File: src/rtl/bep_pkg.sv
// Shared types and constants for the BEP Manchester frame transmitter.
// BEP_TX_PARITY_EN adds the PARITY state to the state enum.
package bep_pkg;

    localparam int ADDR_W   = 4;
    localparam int DATA_W   = 8;
    localparam int PRE_W    = 8;
    localparam int GAP_BITS = 2;
    localparam int IDX_W    = 3;

    localparam logic [PRE_W-1:0] BEP_PREAMBLE = 8'b1010_1011;

    typedef enum logic [2:0] {
        ST_IDLE     = 3'd0,
        ST_PREAMBLE = 3'd1,
        ST_ADDR     = 3'd2,
        ST_DATA     = 3'd3,
`ifdef BEP_TX_PARITY_EN
        ST_PARITY   = 3'd4,
`endif
        ST_GAP      = 3'd5
    } bep_state_t;

    function automatic logic even_parity(input logic [ADDR_W-1:0] addr,
                                         input logic [DATA_W-1:0] data);
        return ^{addr, data};
    endfunction

endpackage

File: src/rtl/bep_bit_timer.sv
// Half-bit timer: down-counter whose terminal count marks the last cycle of
// each half-bit; phase is 0 for the first half of a bit and 1 for the second.
module bep_bit_timer #(
    parameter int HALF_BIT_CYCLES = 8
) (
    input  logic clk,
    input  logic rst,
    input  logic clear,
    output logic strobe,
    output logic phase
);

    localparam logic [7:0] CNT_TOP = 8'(HALF_BIT_CYCLES - 1);

    logic [7:0] cnt;

    assign strobe = (cnt == 8'd0);

    always_ff @(posedge clk) begin
        if (rst || clear) begin
            cnt   <= CNT_TOP;
            phase <= 1'b0;
        end else if (strobe) begin
            cnt   <= CNT_TOP;
            phase <= ~phase;
        end else begin
            cnt   <= cnt - 8'd1;
        end
    end

endmodule

File: src/rtl/bep_encode_tx.sv
// BEP frame transmitter: preamble, address, data, optional parity (enabled by
// BEP_TX_PARITY_EN) and a low gap, Manchester encoded MSB first.
//
// state    | meaning
// IDLE     | line low, tx_ready high, waiting for tx_valid
// PREAMBLE | sending BEP_PREAMBLE
// ADDR     | sending latched address
// DATA     | sending latched payload
// PARITY   | sending even parity of addr+data (BEP_TX_PARITY_EN only)
// GAP      | line low for GAP_BITS bit times, tx_done on the last cycle
module bep_encode_tx
    import bep_pkg::*;
#(
    parameter int HALF_BIT_CYCLES = 8
) (
    input  logic              clk,
    input  logic              rst,
    input  logic [ADDR_W-1:0] tx_addr,
    input  logic [DATA_W-1:0] tx_data,
    input  logic              tx_valid,
    output logic              tx_ready,
    output logic              manchester_data,
    output logic              manchester_clock,
    output logic              transmission_begin,
    output logic              tx_active,
    output logic              tx_done
);

    bep_state_t        state, state_nxt;
    logic [IDX_W-1:0]  bit_idx, bit_idx_nxt;
    logic [ADDR_W-1:0] addr_q;
    logic [DATA_W-1:0] data_q;
    logic              begin_q;
    logic              load;
    logic              cur_bit;
    logic              in_field;
    logic              strobe;
    logic              phase;
    logic              bit_end;
    logic              last_bit;

    // Timer is held at the start of a half-bit while idle, so the first
    // preamble half-bit is full length right after the accept edge.
    bep_bit_timer #(
        .HALF_BIT_CYCLES (HALF_BIT_CYCLES)
    ) u_bit_timer (
        .clk    (clk),
        .rst    (rst),
        .clear  (state == ST_IDLE),
        .strobe (strobe),
        .phase  (phase)
    );

    assign bit_end  = strobe && phase;
    assign last_bit = bit_end && (bit_idx == '0);

    always_ff @(posedge clk) begin
        if (rst) begin
            state   <= ST_IDLE;
            bit_idx <= '0;
            addr_q  <= '0;
            data_q  <= '0;
            begin_q <= 1'b0;
        end else begin
            state   <= state_nxt;
            bit_idx <= bit_idx_nxt;
            begin_q <= load;
            if (load) begin
                addr_q <= tx_addr;
                data_q <= tx_data;
            end
        end
    end

    always_comb begin
        state_nxt   = state;
        bit_idx_nxt = bit_idx;
        load        = 1'b0;
        cur_bit     = 1'b0;
        if (bit_end) begin
            bit_idx_nxt = bit_idx - 3'd1;
        end
        case (state)
            ST_IDLE: begin
                bit_idx_nxt = '0;
                if (tx_valid) begin
                    load        = 1'b1;
                    state_nxt   = ST_PREAMBLE;
                    bit_idx_nxt = 3'(PRE_W - 1);
                end
            end
            ST_PREAMBLE: begin
                cur_bit = BEP_PREAMBLE[bit_idx];
                if (last_bit) begin
                    state_nxt   = ST_ADDR;
                    bit_idx_nxt = 3'(ADDR_W - 1);
                end
            end
            ST_ADDR: begin
                cur_bit = addr_q[bit_idx[1:0]];
                if (last_bit) begin
                    state_nxt   = ST_DATA;
                    bit_idx_nxt = 3'(DATA_W - 1);
                end
            end
            ST_DATA: begin
                cur_bit = data_q[bit_idx];
                if (last_bit) begin
`ifdef BEP_TX_PARITY_EN
                    state_nxt   = ST_PARITY;
                    bit_idx_nxt = '0;
`else
                    state_nxt   = ST_GAP;
                    bit_idx_nxt = 3'(GAP_BITS - 1);
`endif
                end
            end
`ifdef BEP_TX_PARITY_EN
            ST_PARITY: begin
                cur_bit = even_parity(addr_q, data_q);
                if (last_bit) begin
                    state_nxt   = ST_GAP;
                    bit_idx_nxt = 3'(GAP_BITS - 1);
                end
            end
`endif
            ST_GAP: begin
                if (last_bit) begin
                    state_nxt   = ST_IDLE;
                    bit_idx_nxt = '0;
                end
            end
            default: begin
                state_nxt   = ST_IDLE;
                bit_idx_nxt = '0;
            end
        endcase
    end

    // A one is low-then-high, a zero high-then-low.
    assign in_field           = (state != ST_IDLE) && (state != ST_GAP);
    assign manchester_data    = in_field && (phase ? cur_bit : ~cur_bit);
    assign manchester_clock   = in_field && phase;
    assign transmission_begin = begin_q;
    assign tx_active          = (state != ST_IDLE);
    assign tx_done            = (state == ST_GAP) && last_bit;
    assign tx_ready           = (state == ST_IDLE) && !rst;

endmodule

File: config.mk
export PLATFORM = sky130hd
export DESIGN_NAME = bep_encode_tx
export DESIGN_NICKNAME = d
export VERILOG_FILES = /design/src/rtl/bep_pkg.sv /design/src/rtl/bep_bit_timer.sv /design/src/rtl/bep_encode_tx.sv
export SDC_FILE = /design/constraint.sdc
export NUM_CORES = 1
export LEC_CHECK = 0
export ABC_AREA = 1
export BUFFER_PORTS_ARGS = -buffer_cell sky130_fd_sc_hd__buf_2
export CORE_ASPECT_RATIO = 0.6
export CORE_MARGIN = 2
export CORE_UTILIZATION = 38
export DETAILED_ROUTE_END_ITERATION = 7
export GPL_TIMING_DRIVEN = 0
export PLACE_DENSITY = 0.55
export SETUP_SLACK_MARGIN = 0.1
export SLEW_MARGIN = 25
export SYNTH_ARGS = -nofsm -noshare
export SYNTH_HDL_FRONTEND = slang
export SYNTH_HIERARCHICAL = 1
export SYNTH_SLANG_ARGS = --single-unit
File: constraint.sdc
create_clock -name clk -period 2.2 [get_ports clk]
set_clock_uncertainty 0.05 [all_clocks]
set_input_delay 0.22 -clock clk [delete_from_list [all_inputs] [get_ports clk]]
set_output_delay 0.22 -clock clk [all_outputs]
set_load 0.05 [all_outputs]
== After elaboration in Yosys (flattened, before gate mapping) ==
Memories as Yosys holds them, arrays and structs flattened. A register that Yosys moved wholly into a read port is not among the register bits.
Index checks and enable logic that the tools add are counted.
Cells by class
  bitwise logic cells: 2
  order comparisons: 2
  muxes and demuxes: 23
  add/subtract/negate cells: 2
  reductions and logical operators: 15
  eq/ne operators: 10
Operators with widths (count)
  2-to-1 mux 3 bit: 12
  one-hot mux 3 bit (5 select lines): 2
  inequality test 2 bit (second input constant): 5
  logical NOT 8 bit: 1
  subtractor 8 x 1 -> 8 bit (second input constant): 1
  logical AND 1 bit: 7
  == test 3 x 2 -> 1 bit (second input constant): 2
  logical NOT 3 bit: 2
  2-to-1 mux 1 bit: 6
  AND reduction 5 bit: 1
  less-than comparator 3 x 4 -> 1 bit (second input constant): 1
  binary-select mux 1 bit (select 3 bit): 1
  == test 3 x 1 -> 1 bit (second input constant): 1
  == test 3 bit (second input constant): 1
  less-than comparator 2 x 3 -> 1 bit (second input constant): 1
  inequality test 3 bit (second input constant): 1
  one-hot mux 1 bit (3 select lines): 1
  nonzero test 3 bit: 1
  subtractor 3 x 1 -> 3 bit (second input constant): 1
  binary-select mux 1 bit (select 2 bit): 1
  NOT 1 bit: 2
  OR reduction 2 bit: 1
  logical NOT 1 bit: 1
  logical OR 1 bit: 1
Storage, ports and cells
  flip-flop bits (word level): 28
  memories kept: 1
  memory bits (read-only): 8
Memories
  (no name shown): depth 8, bits a word 1, read ports 1, clocked after Yosys merged registers in 1, wr ports 0, line bep_encode_tx.sv:93  | cur_bit = BEP_PREAMBLE[bit_idx];

== Depth between registers and ports, before layout ==
  word-level depth: 6
  gate-level depth with buffers: 15
  depth with buffers taken out: 15

== By module ==
Netlist, hierarchy kept.
By module, submodules not included
  bep_encode_tx: times used 1, area each 1132.3 µm², cells each 156
  bep_bit_timer: times used 1, area each 464.2 µm², cells each 57

== Least setup slack after synthesis ==
OpenSTA, ideal clock, no wires.
  path kind: flip-flop to output port
  start point: reg u_bit_timer.cnt[0]
  end point: out tx_done
  setup slack: 0.027 ns
  path buffers: 0
  data arrival time: 1.903 ns
  stages on the path, launching flop included: 11
  cells stage by stage: dfxtp_1 inv_1 ha_1 nand2_4 nor2_8 nand2_2 inv_4 nand2_4 nor2_8 inv_2 nor2_1
On the way
  longest elaborated chain between the ends: 4
Ends and longest elaborated chain
  from (decl): line bep_bit_timer.sv:15  | logic [7:0] cnt;
  from (signal assigned): line bep_bit_timer.sv:27  | cnt <= cnt - 8'd1;
  logical NOT 8 bit: line bep_bit_timer.sv:17  | assign strobe = (cnt == 8'd0);
  named net strobe: line bep_encode_tx.sv:37  | logic strobe;
  logical AND 1 bit: line bep_encode_tx.sv:54  | assign bit_end = strobe && phase;
  logical AND 1 bit: line bep_encode_tx.sv:55  | assign last_bit = bit_end && (bit_idx == '0);
  logical AND 1 bit: line bep_encode_tx.sv:146  | assign tx_done = (state == ST_GAP) && last_bit;
  to (decl): line bep_encode_tx.sv:26  | output logic tx_done
The timed path passes the listed nets, and every way through them passes these cells.

== Worst setup path in the final report ==
  start point: reg state[1]
  end point: out manchester_data
On the way
  longest elaborated chain between the ends: 5
  elaborated cells on any way between the ends: 10
Ends and longest elaborated chain
  from (decl): line bep_encode_tx.sv:29  | bep_state_t state, state_nxt;
  from (signal assigned): line bep_encode_tx.sv:65  | state <= state_nxt;
  == test 3 x 2 -> 1 bit or == test 3 x 1 -> 1 bit (tied branches): line bep_encode_tx.sv:83  | case (state)
  one-hot mux 1 bit (3 select lines): line bep_encode_tx.sv:83
  NOT 1 bit: line bep_encode_tx.sv:142  | assign manchester_data = in_field && (phase ? cur_bit : ~cur_bit);
  2-to-1 mux 1 bit: line bep_encode_tx.sv:142
  logical AND 1 bit *: line bep_encode_tx.sv:142
  to (decl): line bep_encode_tx.sv:22  | output logic manchester_data,
Every way passes the cells marked *; elsewhere a longest branch is shown, timed or not.

==> key figures <==
Critical path
  • Worst setup path endpoint: manchester_data
  • CP Cell Sequence: inv_1 -> or2_4 -> nor2_2 -> nand3_1 -> nand4_1 -> nand2_1 -> nor2_1 -> buf_6
  • Worst reg2reg path depth: 15
  • Crit path launch: state[1]
  • Worst path slowest cell: dfxtp_1
  • Critical path type: reg2out
  • R2R setup slack: 0.45 ns
  • Data arrival, critical path: approximately 1.7 ns
  • Startpoint types: flop
  • CP Data Required Time: between 1.5 and 2 ns
  • Largest stage delay, worst path: approximately 0.37 ns
  • Worst setup EP type: output pin
  • Reg-to-reg startpoint: u_bit_timer/cnt[0]
  • Crit-path max FO: 3

Logic synthesis
  • Post-Syn Instances: roughly 210
  • Post-synthesis sequential element count: 29
  • Yosys cell types: 30
  • Synthesized area per cell: 7.50 um^2
  • Yosys warns: 6
  • Syn nets: about 230
  • Mapped cell area: 0.00160 mm^2
  • Seq/Total Area, Yosys: approximately 36%

Cells and area
  • Fillers: approximately 420
  • Share of cells above drive strength 1: a little over a third
  • Multi-input logic area: 916 um^2
  • Layout area overhead: 23.4%
  • Storage cell area: 581 um^2
  • Core Util, Final: between 40% and 50%
  • # diodes: 0
  • NumNets Final: around 260

STA
  • RSZ-0062 raised after global routing: false
  • Crit path time final: between 1.5 and 2 ns
  • Final hold vios: 0
  • Worst-Margin Slew: 0.287 ns
  • Slew Limit Fails: 0
  • Endpoints failing setup: 0
  • Period Utilization, post-route: ~90%
  • FMAX: around 500 MHz
  • Final setup TNS: 0 ns
  • Normalized max-slew margin: between 80 and 90%

Clock tree
  • Worst-path clk slew: around 0.060 ns
  • Hold Buf Count CTS: 0
  • Sink Count: 29
  • Worst-Skew Late Latency: about 0.27 ns
  • TritonCTS Buffers: 5
  • CTS root buf: clkbuf_8
  • CTS tree: built
  • Htree depth: 2
  • Maximum root-to-sink buffer count: 2

Route
  • Initial DRC count: 90
  • Initial DRT Pass Iterations: 4
  • DRC Markers: 0
  • WL/cell: about 12 um
  • DR vias: between 1000 and 1500
  • Final wirelength: roughly 3500 um
  • ANT nets after route: 0
  • Average vias per placed instance: approximately 4.4

Floorplan
  • Initial Util: roughly two fifths
  • Die height: around 54 um
  • Cell row count: 18
  • Die area: 0.00475 mm^2
  • Core area: slightly above 0.004 mm^2
  • Ports: 21
  • Chip width: about 90 um

Power
  • Sequential cell fraction of total power: roughly a third
  • P_leak: just under 0.9 nW
  • Comb power frac: about 44%
  • Clock network fraction of total power: 24.8%
  • Switching Share: 41.4%
  • Int Pwr: approximately 1.3 mW
  • PwrDens: roughly 1200 mW/mm^2
  • Worst vdd ir: 0.417 mV
  • Psw: ~940 uW

Global routing
  • GR Overflow Total: 0
  • Largest net degree at the start of global routing: 11
  • Initial antenna violation count: 0
  • Gr usage total: between 10% and 20%
  • Vias in the first global route: roughly 1200
  • First-pass GRT wire length: 5750 um

Place
  • HPWL Detailed: around 2700 um
  • Input/output buffers: 20
  • Gpl congestion: between 0.8 and 0.9

Hold path
  • Hold Crit Class: in2reg

Run
  • Max-Cap Viols: 0

Status
  • Status: finished, final reports clean
layout by cell type (no fill, tap or decap), types with 5 or more instances in the layout:
cell type  count
clkbuf_8       6
nor2_1        24
a21oi_2        8
nand2_1       53
dfxtp_1       29
nand2_2       10
inv_1         15
buf_2         19
a21oi_1        9
buf_4          6
nand3_1       12
o21ai_0        5
inv_2          6
worst min-delay path by stage:
stage                                  start                  to  slack [ns]  depth (start not counted)
after floorplan                          rst          bit_idx[0]        0.24                          1
final                             tx_data[3]           data_q[3]        0.14                          3
after detailed placement  u_bit_timer/cnt[0]  u_bit_timer/cnt[0]        0.33                          1
after global routing              tx_data[2]           data_q[2]        0.14                          3
after global placement    u_bit_timer/cnt[0]  u_bit_timer/cnt[0]        0.32                          1
after CTS                         tx_data[7]           data_q[7]        0.14                          3
kinds of logic (layout without fill, tap and decap cells):
family          count (synthesis)  after routing  synth area share [%]
buf+inv                        27             61                  7.52
compound gates                 30             30                  12.4
flops                          29             29                  36.4
fa+ha+maj                       3              3                  2.35
xor+xnor                        2              2                  1.10
simple gates                  122            122                  40.3
Yosys cell counts:
| cell | n | area [um^2] |
|---|---|---|
| o21ai_0 | 5 | 25.0 |
| o21ai_1 | 3 | 15.0 |
| or2_4 | 1 | 8.76 |
| dfxtp_1 | 29 | 581 |
| buf_6 | 1 | 11.3 |
| nor2_2 | 4 | 25.0 |
| nor2_8 | 3 | 60.1 |
| nand3_1 | 12 | 60.1 |
| clkinv_2 | 1 | 5.00 |
| buf_4 | 1 | 7.51 |
| nand2_8 | 1 | 20.0 |
| ha_1 | 3 | 37.5 |
| inv_2 | 3 | 11.3 |
| o21ai_2 | 4 | 35.0 |
| a21oi_2 | 8 | 70.1 |
| nand2_4 | 4 | 45.0 |
| a21oi_1 | 9 | 45.0 |
| inv_4 | 2 | 12.5 |
| or2_2 | 1 | 6.26 |
| nand4_1 | 4 | 25.0 |
| nor2_1 | 25 | 93.8 |
| nor3_1 | 1 | 5.00 |
| nand2_2 | 10 | 62.6 |
| buf_2 | 1 | 5.00 |
| nand2_1 | 53 | 199 |
| o211ai_1 | 1 | 7.51 |
| nor2_4 | 2 | 22.5 |
| xor2_1 | 2 | 17.5 |
| inv_1 | 18 | 67.6 |
| nor3_2 | 1 | 10.0 |
metal layers:
metal | routed length [um] | share of wire [%] | track usage, %
met2 | 1210 | 34 | 19.4
met1 | 2100 | 59 | 27.2
met4 | 12 | 0.34 | 3.85
met3 | 206 | 5.8 | 4.75
met5 | 0 | 0 | 0
power by group through the flow:
stage | combinational, mW | clock (mW) | sequential [mW]
finish | 0.991 | 0.565 | 0.723
global route | 1.10 | 0.600 | 0.736
CTS | 0.963 | 0.578 | 0.720
detailed placement | 0.944 | 0 | 0.730
global placement | 0.943 | 0 | 0.731
floorplan | 0.745 | 0 | 0.729
timing repair:
item | CTS | global route
hold endpoints to repair | 0 | 0
setup endpoints to repair | 1 | 2
pin swaps | 1 | 3
setup buffers | 0 | 6
gates resized for setup | 5 | 7
sequential cells by signal, summed over array words and instances, names as in the netlist, named ones only:
register            flops
bit_idx                 3
data_q                  8
transmission_begin      1
state                   3
addr_q                  4
u_bit_timer/cnt         8
u_bit_timer/phase       1
worst max-delay path: cells and delay by family (launching register included):
family | cells | cell delay [ns]
buffers and inverters | 2 | 0.26
AND/OR/NAND/NOR | 6 | 0.83
flip-flops | 1 | 0.37
per-stage QoR:
stage               hold slack (ns)  power [mW]  cells  area, um^2  worst slack [ns]
floorplan                     0.238        1.47    213        1600             0.259
global placement              0.325        1.67    293        1770             0.180
detailed placement            0.330        1.67    293        1770             0.172
CTS                           0.136        2.26    301        1910             0.111
global route                  0.142        2.44    307        1970            0.0979
finish                        0.140        2.28    307        1970             0.217
area by class of cell:
class / count / share of cell area (%)
Timing Repair Buffer: 26 / 8.01
Clock inverter: 1 / 1.52
Sequential cell: 29 / 29.5
Buffer: 3 / 1.40
Multi-Input combinational cell: 157 / 46.5
Clock buffer: 7 / 4.38
Inverter: 24 / 4.89
Tap cell: 60 / 3.81
(Power assumes the default switching activity.)
